**config.mk**
```make
export PLATFORM = sky130hd
export DESIGN_NAME = gen_sram_bank_ring
export DESIGN_NICKNAME = d
export VERILOG_FILES = /design/src/rtl/gen_sram_bank_ring.sv
export SDC_FILE = /design/constraint.sdc
export NUM_CORES = 1
export LEC_CHECK = 0
export ABC_AREA = 1
export CELL_PAD_IN_SITES_DETAIL_PLACEMENT = 1
export CELL_PAD_IN_SITES_GLOBAL_PLACEMENT = 1
export CORE_AREA = 3 3 432 434
export CTS_BUF_LIST = sky130_fd_sc_hd__clkbuf_8
export DETAILED_ROUTE_END_ITERATION = 12
export DIE_AREA = 0 0 435 437
export GPL_TIMING_DRIVEN = 0
export PLACE_DENSITY_LB_ADDON = 0.12
export SLEW_MARGIN = 20
export SYNTH_ARGS = -nofsm -noshare
export SYNTH_HDL_FRONTEND = slang
export SYNTH_SLANG_ARGS = --single-unit
```
**constraint.sdc**
```tcl
create_clock -name SYS_CLK -period 2.1 [get_ports SYS_CLK]
set_input_delay 0.315 -clock SYS_CLK [delete_from_list [all_inputs] [get_ports SYS_CLK]]
set_output_delay 0.315 -clock SYS_CLK [all_outputs]
set_load 0.1 [all_outputs]
```
**src/rtl/gen_sram_bank_ring.sv**
```systemverilog
// gen_sram_bank_ring
//   N-bank SRAM line-buffer controller. In CNN mode the write role rotates
//   around the banks, and reads are taken from any bank that is not the
//   current write bank. Once NBANK-1 banks are filled, the block enters
//   write+read automatically. In full-connect mode the banks are filled
//   first and then read back. Writes and reads that target a bank the
//   current state does not allow are refused and raise sticky error flags.
//
// Ports
//   SYS_CLK, SYS_RST          clock, asynchronous active-low reset
//   mode_i                    [2:0] CNN (has priority), [3] full-connect
//   data_sop_i / data_eop_i   frame start / frame end (FC: go to read)
//   bank_adv_i                current write bank complete, advance
//   wr_done_i / rd_done_i     CNN write phase over / read phase over
//   waddr_i, wdata_i, wvld_i  {bank, word} write request
//   raddr_i, rvld_i           {bank, word} read request
//   sram_cen_o/_wen_o         per-bank strobe / write enable
//   sram_addr_o/_din_o        per-bank address / write data (bank b at b*W)
//   sram_dout_i               per-bank read data, RD_LAT cycles after access
//   rdata_o, rdata_vld_o      returned read data and its valid flag
//   wbank_o                   current write bank
//   sram_status_o             one-hot state
//   err_o                     sticky {rd_err, wr_err}
module gen_sram_bank_ring #(
   parameter int AW     = 10,
   parameter int DW     = 128,
   parameter int NBANK  = 3,
   parameter int RD_LAT = 1,
   localparam int BW    = $clog2(NBANK)
) (
   input  logic                  SYS_CLK,
   input  logic                  SYS_RST,
   input  logic [3:0]            mode_i,
   input  logic                  data_sop_i,
   input  logic                  data_eop_i,
   input  logic                  bank_adv_i,
   input  logic                  wr_done_i,
   input  logic                  rd_done_i,
   input  logic [BW+AW-1:0]      waddr_i,
   input  logic [DW-1:0]         wdata_i,
   input  logic                  wvld_i,
   input  logic [BW+AW-1:0]      raddr_i,
   input  logic                  rvld_i,
   output logic [NBANK-1:0]      sram_cen_o,
   output logic [NBANK-1:0]      sram_wen_o,
   output logic [NBANK*AW-1:0]   sram_addr_o,
   output logic [NBANK*DW-1:0]   sram_din_o,
   input  logic [NBANK*DW-1:0]   sram_dout_i,
   output logic [DW-1:0]         rdata_o,
   output logic                  rdata_vld_o,
   output logic [BW-1:0]         wbank_o,
   output logic [3:0]            sram_status_o,
   output logic [1:0]            err_o
);

   typedef enum logic [3:0] {
      S_IDLE   = 4'b0001,
      S_WSRAM  = 4'b0010,
      S_RSRAM  = 4'b0100,
      S_WRSRAM = 4'b1000
   } state_t;

   state_t          state, state_n;
   logic [BW-1:0]   wbank, wbank_n;
   logic [BW-1:0]   fill_cnt, fill_cnt_n;
   logic [1:0]      err_q, err_n;

   logic            cnn_mode, fc_mode;
   logic [BW-1:0]   wr_bank, rd_bank;
   logic            wr_acc, rd_acc, rd_in_range, rd_readable;

   logic [RD_LAT-1:0] rd_vld_p;
   logic [BW-1:0]     rd_bank_p [RD_LAT];

   // Next bank in the ring, wrapping NBANK-1 back to 0.
   function automatic logic [BW-1:0] bank_inc(input logic [BW-1:0] b);
      if (b == BW'(NBANK - 1))
         return '0;
      else
         return b + 1'b1;
   endfunction

   assign cnn_mode = |mode_i[2:0];
   assign fc_mode  = mode_i[3] & ~cnn_mode;

   assign wr_bank  = waddr_i[AW +: BW];
   assign rd_bank  = raddr_i[AW +: BW];

   // Writes go only to the bank currently owning the write role.
   assign wr_acc = wvld_i && (state == S_WSRAM || state == S_WRSRAM) &&
                   (wr_bank == wbank);

   // Reads are legal in read-only, or in write+read from any bank other than
   // the write bank, so a read and a write can never collide on one bank.
   assign rd_in_range = (int'(rd_bank) < NBANK);
   assign rd_readable = (state == S_RSRAM) ||
                        (state == S_WRSRAM && rd_bank != wbank);
   assign rd_acc      = rvld_i && rd_in_range && rd_readable;

   // ---- control state register ----
   always_ff @(posedge SYS_CLK or negedge SYS_RST) begin
      if (!SYS_RST) begin
         state    <= S_IDLE;
         wbank    <= '0;
         fill_cnt <= '0;
         err_q    <= '0;
      end else begin
         state    <= state_n;
         wbank    <= wbank_n;
         fill_cnt <= fill_cnt_n;
         err_q    <= err_n;
      end
   end

   always_comb begin
      state_n    = state;
      wbank_n    = wbank;
      fill_cnt_n = fill_cnt;
      err_n      = err_q | {rvld_i & ~rd_acc, wvld_i & ~wr_acc};

      if (data_sop_i) begin
         // Frame start wins over everything, including this cycle's errors.
         state_n    = S_WSRAM;
         wbank_n    = '0;
         fill_cnt_n = '0;
         err_n      = '0;
      end else begin
         unique case (state)
            S_WSRAM: begin
               if (fc_mode) begin
                  if (data_eop_i)
                     state_n = S_RSRAM;
                  else if (bank_adv_i)
                     wbank_n = bank_inc(wbank);
               end else if (cnn_mode && bank_adv_i) begin
                  // NBANK-1 banks now hold data: start overlapping reads.
                  if (fill_cnt == BW'(NBANK - 2)) begin
                     state_n = S_WRSRAM;
                     wbank_n = BW'(NBANK - 1);
                  end else begin
                     wbank_n    = wbank + 1'b1;
                     fill_cnt_n = fill_cnt + 1'b1;
                  end
               end
            end
            S_WRSRAM: begin
               if (wr_done_i)
                  state_n = S_RSRAM;
               else if (bank_adv_i)
                  wbank_n = bank_inc(wbank);
            end
            S_RSRAM: begin
               if (rd_done_i)
                  state_n = S_IDLE;
            end
            S_IDLE: begin
               state_n = S_IDLE;
            end
            default: begin
               state_n = S_IDLE;
            end
         endcase
      end
   end

   // ---- SRAM strobes (combinational from accepted requests) ----
   always_comb begin
      sram_cen_o  = '0;
      sram_wen_o  = '0;
      sram_addr_o = '0;
      sram_din_o  = '0;
      for (int b = 0; b < NBANK; b++) begin
         if (wr_acc && wbank == BW'(b)) begin
            sram_cen_o[b]          = 1'b1;
            sram_wen_o[b]          = 1'b1;
            sram_addr_o[b*AW +: AW] = waddr_i[AW-1:0];
            sram_din_o[b*DW +: DW]  = wdata_i;
         end else if (rd_acc && rd_bank == BW'(b)) begin
            sram_cen_o[b]          = 1'b1;
            sram_addr_o[b*AW +: AW] = raddr_i[AW-1:0];
         end
      end
   end

   // ---- read return pipeline: RD_LAT stages matching the SRAM latency ----
   always_ff @(posedge SYS_CLK or negedge SYS_RST) begin
      if (!SYS_RST) begin
         rd_vld_p <= '0;
      end else begin
         rd_vld_p[0] <= rd_acc;
         for (int i = 1; i < RD_LAT; i++)
            rd_vld_p[i] <= rd_vld_p[i-1];
      end
   end

   // Bank index travels with the valid bit; it is only used when valid.
   always_ff @(posedge SYS_CLK) begin
      rd_bank_p[0] <= rd_bank;
      for (int i = 1; i < RD_LAT; i++)
         rd_bank_p[i] <= rd_bank_p[i-1];
   end

   always_comb begin
      rdata_o = '0;
      for (int b = 0; b < NBANK; b++) begin
         if (rd_vld_p[RD_LAT-1] && rd_bank_p[RD_LAT-1] == BW'(b))
            rdata_o = sram_dout_i[b*DW +: DW];
      end
   end

   assign rdata_vld_o   = rd_vld_p[RD_LAT-1];
   assign wbank_o       = wbank;
   assign sram_status_o = state;
   assign err_o         = err_q;

endmodule
```
Yosys cells after proc, flatten, opt, wreduce, memory -nomap -nowiden
Memories as Yosys holds them, arrays and structs flattened.
Cells that the tools add are included.
{ "op_classes": {"addsub": 2, "n_lt_le_gt_ge": 1, "n_eq_ne": 21, "muxes": 44, "bitwise_logic": 7, "reduce_logical": 27} }
{ "ops": {"columns": ["cell", "n"], "rows": [
  ["$mux 128", 6],
  ["$mux 10", 6],
  ["$mux 2", 14],
  ["$mux 4", 7],
  ["$logic_and 1x1->1", 15],
  ["$pmux 4 s3", 1],
  ["$mux 1", 9],
  ["$ne 3x3->1 const B", 3],
  ["$eq 2x1->1 const B", 4],
  ["$ne 4x3->1 const B", 2],
  ["$ne 4x4->1 const B", 2],
  ["$reduce_and 4->1", 2],
  ["$eq 2x2->1 const B", 3],
  ["$logic_not 2->1", 3],
  ["$reduce_and 5->1", 1],
  ["$add 2x1->2 const B", 2],
  ["$eq 4x2->1 const B", 1],
  ["$eq 4x3->1 const B", 1],
  ["$eq 4x4->1 const B", 1],
  ["$ne 2x2->1 const B", 2],
  ["$pmux 2 s2", 1],
  ["$reduce_bool 2->1", 2],
  ["$and 1x1->1", 3],
  ["$not 1->1", 3],
  ["other kinds (7)", 8]
]} }
{ "totals": {"reg_bits": 11, "ram_bits": 2, "inputBits": 549, "out_inout_bits": 557, "elab_cells": 108, "mem_count": 1} }
{ "mem_list": {"columns": ["memory", "depth", "word_bits", "rd", "rd_ports_with_merged_regs", "wr", "line_no", "text"], "rows": [
  ["rd_bank_p", 1, 2, 1, 0, 1, "73", "logic [BW-1:0] rd_bank_p [RD_LAT];"]
]} }

Logic depth before layout (Yosys ltp)
Gate-level depths: netlist of run 1.
{ "depth": {"ltp_word": 8, "mapped_depth": 9, "mapped_depth_nobuf": 9} }

Worst setup path before layout of run 1
OpenSTA, ideal clock, no wires.
{ "synth_timing": {"kind": "register to output", "from": "register state[1] (netlist: sram_status_o[1])", "to": "output sram_addr_o[8]", "arrival_time_ns": 3.888, "required_time_ns": 1.785, "path_slack_ns": -2.103, "stages_incl_launch_ff": 8, "path_buffers": 1, "path_cell_list": "dfrtp_1 > nor2_1 > nand2_2 > nand2_4 > nand3_4 > buf_2 > nand2_1 > o21ai_0"} }
{ "synth_between": {"elab_chain_len": 7, "word_cells_on_any_way": 13, "cone_classes": "3 x eq/ne; 2 x mux; 8 x reduce/logical"} }
{ "synth_lines": {"columns": ["item", "line_no", "text"], "rows": [
  ["start, declared", "63", "state_t state, state_n;"],
  ["start signal, assigned", "108", "state <= state_n;"],
  ["$eq 4x4->1", "90, 97", null],
  ["$logic_and 1x1->1", "97", "(state == S_WRSRAM && rd_bank != wbank);"],
  ["$logic_or 1x1->1", "96", "assign rd_readable = (state == S_RSRAM) ||"],
  ["$logic_and 1x1->1", "98", "assign rd_acc = rvld_i && rd_in_range && rd_readable;"],
  ["$logic_and 1x1->1", "178", "end else if (rd_acc && rd_bank == BW'(b)) begin"],
  ["$mux 10", "178", null],
  ["$mux 10 (*)", "173", "if (wr_acc && wbank == BW'(b)) begin"],
  ["end, declared", "46", "output logic [NBANK*AW-1:0] sram_addr_o,"]
]} }
Mark *: on every way between the ends. The rest lies on a longest branch, timed or not.

Final worst setup path of run 1
{ "layout_timing": {"from": "register wbank[0] (netlist: wbank_o[0])", "to": "output sram_din_o[47]"} }
{ "layout_between": {"elab_chain_len": 4, "word_cells_on_any_way": 5, "cone_classes": "1 x eq/ne; 1 x mux; 3 x reduce/logical"} }
{ "layout_lines": {"columns": ["item", "line_no", "text"], "rows": [
  ["start, declared", "64", "logic [BW-1:0] wbank, wbank_n;"],
  ["start signal, assigned", "109", "wbank <= wbank_n;"],
  ["$eq 2x2->1", "91", "(wr_bank == wbank);"],
  ["$logic_and 1x1->1", "90", "assign wr_acc = wvld_i && (state == S_WSRAM || state == S_WRSRAM) &&"],
  ["$logic_and 1x1->1 (*)", "173", null],
  ["$mux 128 (*)", "173", null],
  ["end, declared", "47", "output logic [NBANK*DW-1:0] sram_din_o,"]
]} }
Marks and branches as above.

==> results of run 1 <==
==> per-layer routing <==
metal	GRT usage, %	up-vias
li1	-	6858
met1	15.2	7308
met2	25.7	567
met3	4.52	183
met4	0.347	72
met5	0	-
==> worst paths after layout <==
kind	start	depth (start not counted)	endpoint	slack [ns]
min reg2reg	err_o[0]	2	err_o[0]	0.52
max	wbank_o[0]	9	sram_din_o[47]	-0.50
min	raddr_i[11]	1	rd_bank_p[0][1]	0.32
max reg2reg	sram_status_o[0]	9	sram_status_o[1]	0.50
min in group asynchronous	SYS_RST	1	err_o[0]	0.45
max in group asynchronous	SYS_RST	1	sram_status_o[1]	1.17
==> flip-flops by register name, indices dropped and copies added, names as in the netlist <==
signal	count
sram_status_o	4
err_o	2
fill_cnt	2
rd_bank_p	2
wbank_o	2
rdata_vld_o	1
==> synth_stat cells, types with 2 or more instances <==
library cell,number
a21oi_1,5
a31oi_1,127
buf_1,5
buf_12,9
buf_2,24
buf_6,25
buf_8,2
clkbuf_1,56
dfrtp_1,10
dfxtp_1,2
ha_1,4
inv_1,151
inv_2,3
nand2_1,234
nand2_2,3
nand3_1,146
nand3_4,4
nand4_1,2
nor2_1,431
nor2_2,10
nor2_4,91
nor3_1,2
o21ai_0,33
==> cell type report <==
cell class | count | share of cell area (%)
repair buffers | 1190 | 51.6
multi-input cells | 1100 | 30.0
well taps | 2464 | 9.43
plain buffers | 120 | 5.85
inverters | 154 | 1.81
flip-flops and latches | 13 | 1.06
clock buffers | 3 | 0.126
diodes | 12 | 0.0919
clock inverters | 1 | 0.0153
==> metrics by stage <==
step                      hold slack (ns)  TNS, ns  power, mW
after floorplan                    0.0194  -374.07       7.46
after global placement              0.491  -833.39       11.2
after detailed placement            0.511  -800.90       11.2
after CTS                           0.491  -264.37       11.6
after global routing                0.329  -217.23       14.4
final                               0.324  -171.57       13.9
==> worst reg2reg max path, delay by kind of cell, from the launching register on <==
kind                   cells  cell delay, ns
DFF                        1            0.66
buffers and inverters      2            0.15
AOI/OAI and AO/OA          1            0.14
and+or+nand+nor            6            0.52
==> cells by family after synthesis <==
logic type               after synthesis  synth area share [%]
AO/OA/AOI/OAI                        170                  14.0
XOR/XNOR                               1                 0.120
buffers and inverters                276                  19.6
AND/OR/NAND/NOR                      925                  61.2
adder cells (fa/ha/maj)                4                 0.688
flip-flops                            13                  4.35
==> repair_timing <==
action                                   CTS  global route
pin swaps                                 13            64
gates resized for setup                 3436          2215
endpoints found under the hold margin      0             0
cloned                                     2            22
endpoints found under the setup margin   565           565
hold buffers                               0             0
setup buffers                              9            53
==> cell usage in the layout, fill, tap and decap left out, types with 9 or more instances in the layout <==
cell               n
o21ai_4           28
clkbuf_16         24
nor2_4           352
nand3_1          139
clkbuf_4          16
buf_2             10
clkbuf_8          17
nand3_4            9
buf_6             66
clkdlybuf4s50_1  553
a31oi_4           91
nand2_1          151
buf_16            11
a31oi_1           30
nor2_2            15
nor2_1           165
nand2_2           26
diode_2           12
buf_4             78
inv_1            145
nand2_4           60
buf_12           523
==> power breakdown <==
part / switching [mW] / internal (mW) / total (mW)
Clock: 0.119 / 0.132 / 0.251
Sequential: 0.134 / 0.356 / 0.490
Combinational: 8.57 / 4.54 / 13.1
Total: 8.82 / 5.03 / 13.9
==> metrics, run 1 <==
Post-Synthesis Cells 1389; CTS tree done; Die W 435 um; CP peak stage delay between 0.5 and 0.6 ns; DP HPWL ~120 mm; Finished Layout Cells 5057; Via Count 15000; synthesized area about 7300 um2; buffers plus inverters on the worst setup path 4; Initial Util 3.98%; crit end category primary output; routed len/inst 27.7 um; met3 WL 10.6 mm; Worst Setup Start Kind flip-flop; crit path DAT 2.28 ns; fillcell total approximately 21000; worst slack, placed -1.76 ns; failing checks setup timing; final instance area 32700 um2; number of global-route vias before repair approximately 15000; YS warnings 0; number of CTS-inserted buffers 3; Final Skew about 0.0013 ns; Clock Sinks 13; Relative slew margins 26.5%; GRT Total Usage 13.5%; Pwr per Cell Area 424 nW/um2; Final Cycle Share 124%; Rows 157; max frequency 385 MHz; Synth Flop Type dfrtp_1; Met2 Routed Length 73.2 mm; dpl cell area 23000 um2; placed cell count slightly below 5000; M1 wire length 53.4 mm; DR iter-0 viols about 510; Seq cells post-synth 13; Max Root-Sink Buffers 2; outcome finished with violations; Static Leak 11.8 nW; die height 437 um; CTS Root Cell clkbuf_8; sequential cell area 345 um2; largest net degree at the start of global routing 12; first-pass GRT wire length 171 mm; critical path, cell by cell nand2_4 > nand3_4 > nor2_8 > nand3_4 > buf_12 > buf_16 > buf_16 > nor2_4 > buf_12; Seq/Total Area, Yosys 4.35%; Post-DRT Antenna Nets 0; Peak VDD IR 0.000181 V; footprint of the multi-input gates 9820 um2; Hold Crit Class primary input to flip-flop; Pre-antenna DRT Iters 4; CP max-delay cell dfrtp_4; WS Path Type flip-flop to primary output; RSZ-0062 raised after global routing yes; Synth area leaders nor2_1, nor2_4, nand2_1; area share of the largest cell type after synthesis 22.2%; worst-margin pin slew approximately 1.1 ns; Hold Vio Cnt, Final 0; aggregate global routing overflow 0; CP Data Required Time 1.78 ns; Final Max Tran Viols 0; final setup fails 555; Worst-Skew Late Latency between 0.2 and 0.3 ns; # DRC 0; number of max-cap violations 0; I/O pins 1106; Core ar. 183000 um2; uppermost layer routed met5; post-synth cell types 33; post-layout util 17.8%; delay-heaviest family, CP simple AND/OR/NAND/NOR gates; htree depth 1; crit path max fanout 6; crit path time final between 2 and 3 ns; die area 190000 um2; area leader, netlist nor2_1; IO buf count 1105; routed vias/inst 2.96; Synth Net Count about 1900; setup ws final -0.496 ns; Nets 3135; share of cells above drive strength 1 53.0%; area grow syn2layout 349%; initial antenna violation count 87; number of flops mapped to enable cells by yosys 0; Syn Area/Cell 5.24 um2; GPL Wtd Cong between 0.8 and 0.9; ys async rst share 84.6%; DRT Wirelength roughly 140 mm; CTS clk-pin slew, worst paths 0.07 ns
Note: power is estimated with default switching activity, not from simulation.
==> run 2: changes to the inputs <==
--- a/config.mk
+++ b/config.mk
@@ -6,12 +6,13 @@
 export NUM_CORES = 1
 export LEC_CHECK = 0
 export ABC_AREA = 1
+export CAP_MARGIN = 10
 export CELL_PAD_IN_SITES_DETAIL_PLACEMENT = 1
 export CELL_PAD_IN_SITES_GLOBAL_PLACEMENT = 1
-export CORE_AREA = 3 3 432 434
+export CORE_AREA = 3 3 429 431
 export CTS_BUF_LIST = sky130_fd_sc_hd__clkbuf_8
 export DETAILED_ROUTE_END_ITERATION = 12
-export DIE_AREA = 0 0 435 437
+export DIE_AREA = 0 0 432 434
 export GPL_TIMING_DRIVEN = 0
 export PLACE_DENSITY_LB_ADDON = 0.12
 export SLEW_MARGIN = 20
==> constraint.sdc (replaced) <==
create_clock -name SYS_CLK -period 3.15 [get_ports SYS_CLK]
set_input_delay 0.4725 -clock SYS_CLK [delete_from_list [all_inputs] [get_ports SYS_CLK]]
set_output_delay 0.4725 -clock SYS_CLK [all_outputs]
set_load 0.1 [all_outputs]
==> run 2 against run 1 <==
Compared with the run above:
- the run now ends clean
- largest power group unchanged
- combinational power shrank 49%
- global-route usage down 1.4 points
- power shrank 49%
- cell count is 3.6% lower
- utilization down 5.7 points
- die area decreased by 1.4%
- worst setup slack gained 0.63 ns
- wire length fell by 14%
==> metrics, run 2 (synthesized netlist as in run 1, its figures left out) <==
crit path DAT 2.54 ns; final instance area 21900 um2; Relative slew margins 27.7%; Via Count 14000; number of max-cap violations 0; share of cells above drive strength 1 roughly half; commonest cells after routing, fill and taps aside clkdlybuf4s50_1, buf_2, nor2_2; CP max-delay cell clkdlybuf4s50_1; number of CTS-inserted buffers 3; PnR Total Power 7.11 mW; outcome finished, final reports clean; area grow syn2layout 201%; DRT Wirelength 120 mm; buffers plus inverters on the worst setup path 5; hold path start raddr_i[10]; CP Data Required Time 2.68 ns; Post-DRT Antenna Nets 0; commonest non-fill, non-tap cell in the layout clkdlybuf4s50_1; I/O pins 1106; Pwr per Cell Area ~320 nW/um2; DP HPWL 108 mm; htree depth 1; Pre-antenna DRT Iters 4; post-layout util 12.2%; Die W 432 um; Final Cycle Share 95.6%; CP peak stage delay 0.50 ns; dpl cell area around 24000 um2; Hold Vio Cnt, Final 0; Static Leak 8.93 nW; Max Root-Sink Buffers 2; Worst Setup SP waddr_i[10]; CTS clk-pin slew, worst paths ~0.07 ns; initial antenna violation count 38; Initial Util 4.03%; largest net degree at the start of global routing 12; critical path, cell by cell clkdlybuf4s50_1 > inv_1 > nand2_1 > nand3_4 > nor2_8 > nand3_4 > buf_8 > buf_12 > nor2_4 > buf_2; max reg flops 4; sequential cell area 322 um2; die area ~190000 um2; routed vias/inst 2.86; CTS tree done; fillcell total 21700; Worst Setup Start Kind primary input; worst-margin pin slew 1.08 ns; Hold Crit Class primary input to flip-flop; footprint of the multi-input gates 8170 um2; routed len/inst 24.6 um; die height 434 um; number of global-route vias before repair 15500; worst flop-to-flop path startpoint wbank_o[0]; Final Max Tran Viols 0; DR iter-0 viols 390; crit path max fanout 10; Core ar. 181000 um2; Peak VDD IR 0.000130 V; Total Neg Setup Slack 0 ns; crit end category primary output; RSZ-0062 raised after global routing no; GPL Wtd Cong between 0.7 and 0.8; Worst-Skew Late Latency 0.26 ns; Clock Sinks 13; GRT Total Usage 12.1%; final setup fails 0; WS Path Type primary input to primary output; CTS Root Cell clkbuf_8; aggregate global routing overflow 0; Nets just over 3000; cell mode on critical path nand3_4; delay-heaviest family, CP buffers and inverters; crit path time final between 3 and 4 ns; first-pass GRT wire length 154 mm; # DRC 0; Rows 156; IO buf count 1105; Post-CTS Setup Repair Bufs 0; max frequency 332 MHz; Final Skew 0.00148 ns
[run 2: changes by cell type in the layout (fill, tap and decap cells not counted), sizes merged]
| cell | delta |
|---|---|
| clkdlybuf4s18 | +2 |
| clkdlybuf4s50 | +3 |
| inv | +1 |
| diode | -3 |
| clkbuf | +77 |
| buf | -174 |
| clkdlybuf4s15 | +10 |
| clkinv | -1 |
| dlygate4sd2 | -2 |
| dlymetal6s2s | +1 |
[run 2: final timing paths]
kind / end / slack (ns) / cells after the start
hold reg to reg: err_o[1] / 0.52 / 2
setup reg to reg: wbank_o[0] / 1.69 / 8
setup / recovery: sram_din_o[66] / 0.14 / 10
max in group asynchronous: sram_status_o[1] / 2.09 / 1
min in group asynchronous: err_o[1] / 0.61 / 1
hold / removal: rd_bank_p[0][0] / 0.50 / 1
[run 2: timing repair]
item | 4_1_cts | 5_1_grt
hold buffers | 0 | 0
gates resized for setup | 2576 | 167
pin swaps | 0 | 0
endpoints found under the setup margin | 535 | 135
[run 2: where the power goes]
part	switching (mW)	internal (mW)	leakage [nW]	total, mW
logic	5.07	1.59	8.75	6.66
registers	0.0643	0.221	0.152	0.285
clock network	0.0777	0.0867	0.0270	0.164
[run 2: final cells by class]
cell class / instances / share of cell area (%)
clock buffers: 3 / 0.188
plain buffers: 122 / 4.41
well taps: 2370 / 13.5
clock inverters: 1 / 0.0171
multi-input cells: 1100 / 37.2
inverters: 154 / 2.63
diodes: 9 / 0.103
flip-flops and latches: 13 / 1.47
repair buffers: 1105 / 40.4
[run 2: through the flow]
| step | cells | hold WS, ns | setup WS, ns |
|---|---|---|---|
| 2_1_floorplan | 1389 | 0.177 | -0.600 |
| 3_3_place_gp | 4864 | 0.501 | -1.52 |
| 3_5_place_dp | 4864 | 0.513 | -1.38 |
| 4_1_cts | 4868 | 0.526 | -0.000581 |
| 5_1_grt | 4868 | 0.517 | 0.000463 |
| 6_report | 4877 | 0.498 | 0.138 |
[run 2: layer usage]
layer  routed length, um  up-vias  track usage (%)
li1                    -     6608                -
met1               37100     6671             10.9
met2               72200      603             26.4
met3                9950       69             3.95
met4                 819       12            0.610
met5                  76        -                0
